### config.mk
export PLATFORM = sky130hd
export DESIGN_NAME = pc_counter
export DESIGN_NICKNAME = d
export VERILOG_FILES = /design/src/rtl/pc_counter.sv
export SDC_FILE = /design/constraint.sdc
export NUM_CORES = 1
export LEC_CHECK = 0
export BUFFER_PORTS_ARGS = -buffer_cell sky130_fd_sc_hd__buf_2
export CORE_ASPECT_RATIO = 0.9
export CORE_MARGIN = 2
export CORE_UTILIZATION = 53
export DETAILED_ROUTE_END_ITERATION = 8
export HOLD_SLACK_MARGIN = 0.03
export PLACE_DENSITY = 0.81
export SLEW_MARGIN = 20
export SYNTH_ARGS = -nofsm -noshare
export SYNTH_HDL_FRONTEND = slang
export SYNTH_SLANG_ARGS = --single-unit
### constraint.sdc
create_clock -name clock -period 2.6 [get_ports clock]
set_input_delay 0.39 -clock clock [delete_from_list [all_inputs] [get_ports clock]]
set_output_delay 0.39 -clock clock [all_outputs]
set_load 0.01 [all_outputs]
### src/rtl/pc_counter.sv
// pc_counter: up/down counter with auto-run toward a terminal value,
// wrapping or saturating at the 0 / 2^WIDTH-1 bounds.
module pc_counter #(
  parameter int WIDTH    = 16,
  parameter bit SATURATE = 1'b0
) (
  input  logic             clock,
  input  logic             reset_n,
  input  logic             clear,
  input  logic             load,
  input  logic [WIDTH-1:0] in,
  input  logic             inc,
  input  logic             dec,
  input  logic             start,
  input  logic [WIDTH-1:0] term,
  output logic [WIDTH-1:0] out,
  output logic             tc,
  output logic             busy,
  output logic             done,
  output logic             wrap
);
  typedef enum logic {IDLE, RUN} state_e;
  state_e           state_q;
  logic [WIDTH-1:0] out_q, up_d, dn_d;
  logic             done_q, wrap_q, top, bot;
  assign up_d = out_q + WIDTH'(1);
  assign dn_d = out_q - WIDTH'(1);
  assign top  = &out_q;
  assign bot  = ~|out_q;
  // A step past a bound always pulses wrap; saturation also freezes out and ends a run without done.
  always_ff @(posedge clock or negedge reset_n) begin
    if (!reset_n) begin
      state_q <= IDLE;
      out_q   <= '0;
      done_q  <= 1'b0;
      wrap_q  <= 1'b0;
    end else begin
      done_q <= 1'b0;
      wrap_q <= 1'b0;
      if (clear) begin
        out_q   <= '0;
        state_q <= IDLE;
      end else if (load) begin
        out_q   <= in;
        state_q <= IDLE;
      end else if (state_q == RUN) begin
        if (SATURATE && top) begin
          wrap_q  <= 1'b1;
          state_q <= IDLE;
        end else begin
          out_q  <= up_d;
          wrap_q <= top;
          if (up_d == term) begin
            state_q <= IDLE;
            done_q  <= 1'b1;
          end
        end
      end else if (start) begin
        if (out_q == term) done_q <= 1'b1;
        else state_q <= RUN;
      end else if (inc && !dec) begin
        wrap_q <= top;
        if (!(SATURATE && top)) out_q <= up_d;
      end else if (dec && !inc) begin
        wrap_q <= bot;
        if (!(SATURATE && bot)) out_q <= dn_d;
      end
    end
  end
  assign out  = out_q;
  assign tc   = (out_q == term);
  assign busy = (state_q == RUN);
  assign done = done_q;
  assign wrap = wrap_q;
endmodule

==> reports/summary.txt, run 1 <==
Post-DP HPWL: 4880 um
Startpoint Class: flop
CTS tree: done
Fraction of synthesized area in multiplexers: 0.962%
Fmax achieved: 0.398 GHz
Syn nets: 310
CP peak stage delay: 0.56 ns
RR Startpoint: out[0]
Max-cap violation count: 0
Total Routing Usage GR: 30.3%
Clock-pin slew on the worst setup and hold paths: 0.08 ns
Drt drc: 0
Worst skew pair latency: 0.26 ns
Rows: 21
Register area share after synthesis: 22.8%
Post-route insts no fill: 365
Mapped Cells: 268
Mapped Avg Cell Area: 7.77 um2
Simple-gate portion of the synthesized area: 31.4%
Syn. warnings: 0
Placer congestion estimate: 0.964
Peak VDD IR: 0.334 mV
PD cells: 433 mW/mm2
1st-pass router iterations: 5
TritonCTS buffer count: 3
DR vias: 2379
P_leak: 1.05 nW
Mapped Area: 0.00208 mm2
XOR/XNOR Fraction of Synth Area: 10.5%
Netlist cell types: 56
Register area: 477 um2
Reg2reg setup slack: 0.21 ns
Post-synthesis register bit count: 19
Hold WC Path Type: in2async
Hold Buf Count CTS: 0
Dpl cells: 361
Initial antenna violation count: 0
Clock period minus worst slack: 2.51 ns
Asr flop ratio synth: 100%
H-tree Lvls: 1
Grt ovf: 0
Per-cell routed wire length: 17.9 um
Layout Nets: 362
ANT nets after route: 0
Final design utilization: 66.2%
First-pass GRT wire length: 10700 um
Hold Vio Cnt, Final: 0
Total die area: 0.00445 mm2
Clock sinks: 19
CORE AREA: 0.00373 mm2
Worst endpoint required time: 2.21 ns
Reg2reg end: done
Filler Cell Count: 313
Setup_tns: 0 ns
Num ports: 59
Die W: 70.1 um
Commonest non-fill, non-tap cell in the layout: buf_2
RSZ-0062 raised after global routing: false
N_diodes: 0
Worst Setup End Kind: output port
Iteration-0 DRC Markers: 292
Critical path type: reg2out
Worst-margin pin slew: 0.574 ns
Most used DFF post-synth: dfrtp_1
Worst path bufs/invs: 1
Worst clock skew: 0.00544 ns
DRT Wirelength: 6520 um
Arrival @ worst endpoint: 2.12 ns
Setup violators final: 0
Number of global-route vias before repair: 2227
Max FO, Critical Path: 3
Largest family of logic cells by synthesized area: simple AND/OR/NAND/NOR gates
Post-synth EDFFs: 0
Slowest CP cell: or4_4
Root Buffer: clkbuf_8
Slew margin rel.: 61.6%
Critical path's top delay family: simple AND/OR/NAND/NOR gates
Vias per inst: 6.52
Ordered list of cells on the worst path: xnor2_1, nand4b_1, or4_4, nor4_4, buf_2
Initial core utilization: 55.8%
Synth Area in Compound Gates: 25.6%
DIE HEIGHT: 63.5 um
Post-Synth Adder-Cell Area: 1.80%
Multi-input gate area: 0.00148 mm2
Stages on worst setup path: 5
R2R cell count: 7
Tot Pwr: 1.07 mW
Setup WS pre-CTS: 0.261 ns
Most frequent cells in the layout: buf_2, nand2_1, o21ai_0
Clock Tree Buf Depth: 2
PnR worst setup slack: 0.0859 ns
Syn-to-layout area delta: 18.6%
Fin crit share: 96.7%
Share of layout cells above drive strength 1: 27.6%
Port Buffers: 58
Outcome: finished clean
Largest net degree at the start of global routing: 34
Final Max Tran Viols: 0
[synthesized netlist by cell type, types with 7 or more instances]
library cell | number | area share (%)
a21oi_1 | 8 | 1.9
nand3_1 | 9 | 2.2
nor3_1 | 9 | 2.2
xnor2_1 | 17 | 7.2
a22oi_1 | 9 | 3.2
clkbuf_1 | 13 | 2.3
nor2_1 | 20 | 3.6
or3_1 | 7 | 2.1
nand4_1 | 10 | 3.0
buf_2 | 8 | 1.9
nand2_1 | 23 | 4.1
o21ai_0 | 21 | 5.0
dfrtp_1 | 19 | 23
[power breakdown]
| part | total [mW] | internal, mW | switching (mW) |
|---|---|---|---|
| registers | 0.379 | 0.323 | 0.0558 |
| clock network | 0.215 | 0.109 | 0.105 |
| logic | 0.477 | 0.200 | 0.276 |
| total | 1.07 | 0.633 | 0.437 |
[cells by family after synthesis]
group,count (synthesis)
compound gates,77
xor+xnor,24
fa+ha+maj,3
buf+inv,30
flops,19
mux,2
simple gates,113
[through the flow]
step,cell area [um2],hold slack (ns)
after floorplan,2080,0.0944
after global placement,2410,0.360
after detailed placement,2410,0.367
after CTS,2450,0.0841
after global routing,2470,0.0987
final,2470,0.0743
[routing by layer]
layer | GRT usage (%) | part of all wire [%] | vias to the layer above
li1 | - | - | 1115
met1 | 43.7 | 44 | 1110
met2 | 45.8 | 45 | 142
met3 | 5.12 | 10 | 12
met4 | 10.3 | 1.3 | 0
met5 | 0 | 0 | -
[worst max-delay path by stage]
stage                end  startpoint
global route          tc     out[10]
detailed placement    tc    term[10]
finish                tc     out[10]
floorplan           done      out[0]
CTS                   tc      out[4]
global placement      tc    term[10]
[state kept, by name, summed over array words and instances (netlist names)]
signal and flops:
out 16, busy 1, done 1, wrap 1
[what timing repair did]
| item | 4_1_cts | 5_1_grt |
|---|---|---|
| gates resized for setup | 0 | 3 |
| buffers inserted | 0 | 0 |
| endpoints found under the setup margin | 0 | 1 |
[layout make-up]
class | count | area share (%)
timing repair buffer | 72 | 16.0
inverter | 5 | 0.760
multi-input combinational | 219 | 59.8
tap | 46 | 2.33
sequential | 19 | 19.3
clock buffer | 4 | 1.82
No activity file was read; power rests on OpenSTA's default activity.
==> run 2: changes to the inputs <==
--- a/config.mk
+++ b/config.mk
@@ -12,6 +12,8 @@
 export DETAILED_ROUTE_END_ITERATION = 8
 export HOLD_SLACK_MARGIN = 0.03
 export PLACE_DENSITY = 0.81
+export REMOVE_ABC_BUFFERS = 1
+export SKIP_LAST_GASP = 1
 export SLEW_MARGIN = 20
 export SYNTH_ARGS = -nofsm -noshare
 export SYNTH_HDL_FRONTEND = slang
==> run 2 against run 1 <==
- critical path depth is the same
- global-route usage shrank 0.75 points
- final area grew 0.30%
- clock power grew 5%
- setup slack gained 0.013 ns
- total power grew 1.2%
- critical endpoint unchanged
- sequential power shrank 2%
- flip-flop and latch count is the same
- fmax grew 0.50%
==> reports/summary.txt, run 2 (synthesis gave the netlist of run 1 again) <==
Outcome: finished clean
CORE AREA: 0.00373 mm2
Grt ovf: 0
Sw Share: 41.2%
First-pass GRT wire length: 10500 um
Peak VDD IR: 0.292 mV
Port Buffers: 58
Ordered list of cells on the worst path: xnor2_1, nand4b_1, or4_4, nor4_4, buf_2
Slowest CP cell: or4_4
Worst skew pair latency: 0.27 ns
Max-cap violation count: 0
Layout Nets: 363
Share of layout cells above drive strength 1: 27.8%
DIE HEIGHT: 63.5 um
Arrival @ worst endpoint: 2.11 ns
Stages on worst setup path: 5
Worst endpoint required time: 2.21 ns
Worst Setup End Kind: output port
Clock sinks: 19
1st-pass router iterations: 5
ANT nets after route: 0
Max FFs per register: 16
Post-DP HPWL: 4740 um
Initial core utilization: 55.8%
Clock Tree Buf Depth: 2
Final Max Tran Viols: 0
Total die area: 0.00445 mm2
Post-CTS setup buffers: 0
R2R cell count: 8
Commonest non-fill, non-tap cell in the layout: buf_2
Fin crit share: 96.2%
Most frequent cells in the layout: buf_2, nand2_1, o21ai_0
Worst path bufs/invs: 1
Vias per inst: 6.55
DRT Wirelength: 6440 um
Root Buffer: clkbuf_8
CP peak stage delay: 0.57 ns
Flop pwr share: 34.3%
Critical path type: reg2out
Rows: 21
Setup violators final: 0
TritonCTS buffer count: 3
Hold Vio Cnt, Final: 0
Initial antenna violation count: 0
N_diodes: 0
Per-cell routed wire length: 17.6 um
Clock-pin slew on the worst setup and hold paths: 0.08 ns
Clock period minus worst slack: 2.50 ns
Max FO, Critical Path: 5
DR vias: 2398
Dpl cells: 362
Startpoint Class: flop
PD cells: 437 mW/mm2
Fin Hold WS: 0.0815 ns
Largest net degree at the start of global routing: 33
Hold Buf Count CTS: 0
Setup_tns: 0 ns
Die W: 70.1 um
Placer congestion estimate: 0.926
Hold WC Path Type: in2async
Clk pwr share: 20.9%
Reg2reg setup slack: 0.21 ns
Post-route insts no fill: 366
Iteration-0 DRC Markers: 422
Drt drc: 0
Worst clock skew: 0.00234 ns
Worst-margin pin slew: 0.614 ns
Comb pwr share: 44.8%
Fmax achieved: 0.400 GHz
NetSw: 446 uW
Total Routing Usage GR: 29.5%
P_leak: 1.06 nW
Num ports: 59
Number of global-route vias before repair: 2095
Internal power: 637 uW
H-tree Lvls: 1
Syn-to-layout area delta: 19.0%
Slew margin rel.: 58.9%
RSZ-0062 raised after global routing: false
Critical path's top delay family: simple AND/OR/NAND/NOR gates
CTS tree: done
[run 2: cell count changes in the layout (fill, tap and decap cells not counted)]
cell   before  now
buf_4      14   15
[run 2: layer usage]
| metal | wire [um] | share of wire [%] | vias to the layer above | global-route usage, % |
|---|---|---|---|---|
| li1 | - | - | 1113 | - |
| met1 | 2910 | 45 | 1141 | 44.8 |
| met2 | 2890 | 45 | 135 | 44.5 |
| met3 | 554 | 8.6 | 9 | 3.68 |
| met4 | 77 | 1.2 | 0 | 7.21 |
| met5 | 0 | 0 | - | 0 |
[run 2: final timing paths]
kind	startpoint	to
min in group clock	in[15]	out[15]
setup / recovery	out[1]	tc
hold reg to reg	out[14]	out[14]
hold / removal	reset_n	out[9]
max in group asynchronous	reset_n	out[3]
setup reg to reg	out[0]	done
[run 2: final cells by class]
cell class / count / area, um2
Clock buffer: 4 / 45.0
Fill cell: 339 / 1250
Inverter: 5 / 18.8
Multi-Input combinational cell: 219 / 1480
Sequential cell: 19 / 477
Tap cell: 46 / 57.6
Timing Repair Buffer: 73 / 403
[run 2: power groups by stage]
stage                     Sequential [mW]  Clock (mW)  Combinational (mW)
final                               0.371       0.226               0.485
after global routing                0.377       0.244               0.527
after CTS                           0.369       0.225               0.473
after detailed placement            0.375           0               0.468
after global placement              0.373           0               0.463
after floorplan                     0.409           0               0.243
[run 2: timing repair]
action,CTS,global route
resized for setup,1,2
setup endpoints to repair,1,1
pin swaps,0,1
[run 2: metrics by stage]
stage          setup WS, ns  total power [mW]  utilization (%)  instance area [um2]
2_1_floorplan         0.351             0.652                -                 1960
3_3_place_gp          0.230             0.836             64.8                 2420
3_5_place_dp          0.229             0.843             64.8                 2420
4_1_cts             0.00949              1.07             66.2                 2470
5_1_grt              0.0577              1.15             66.4                 2480
6_report             0.0985              1.08             66.4                 2480
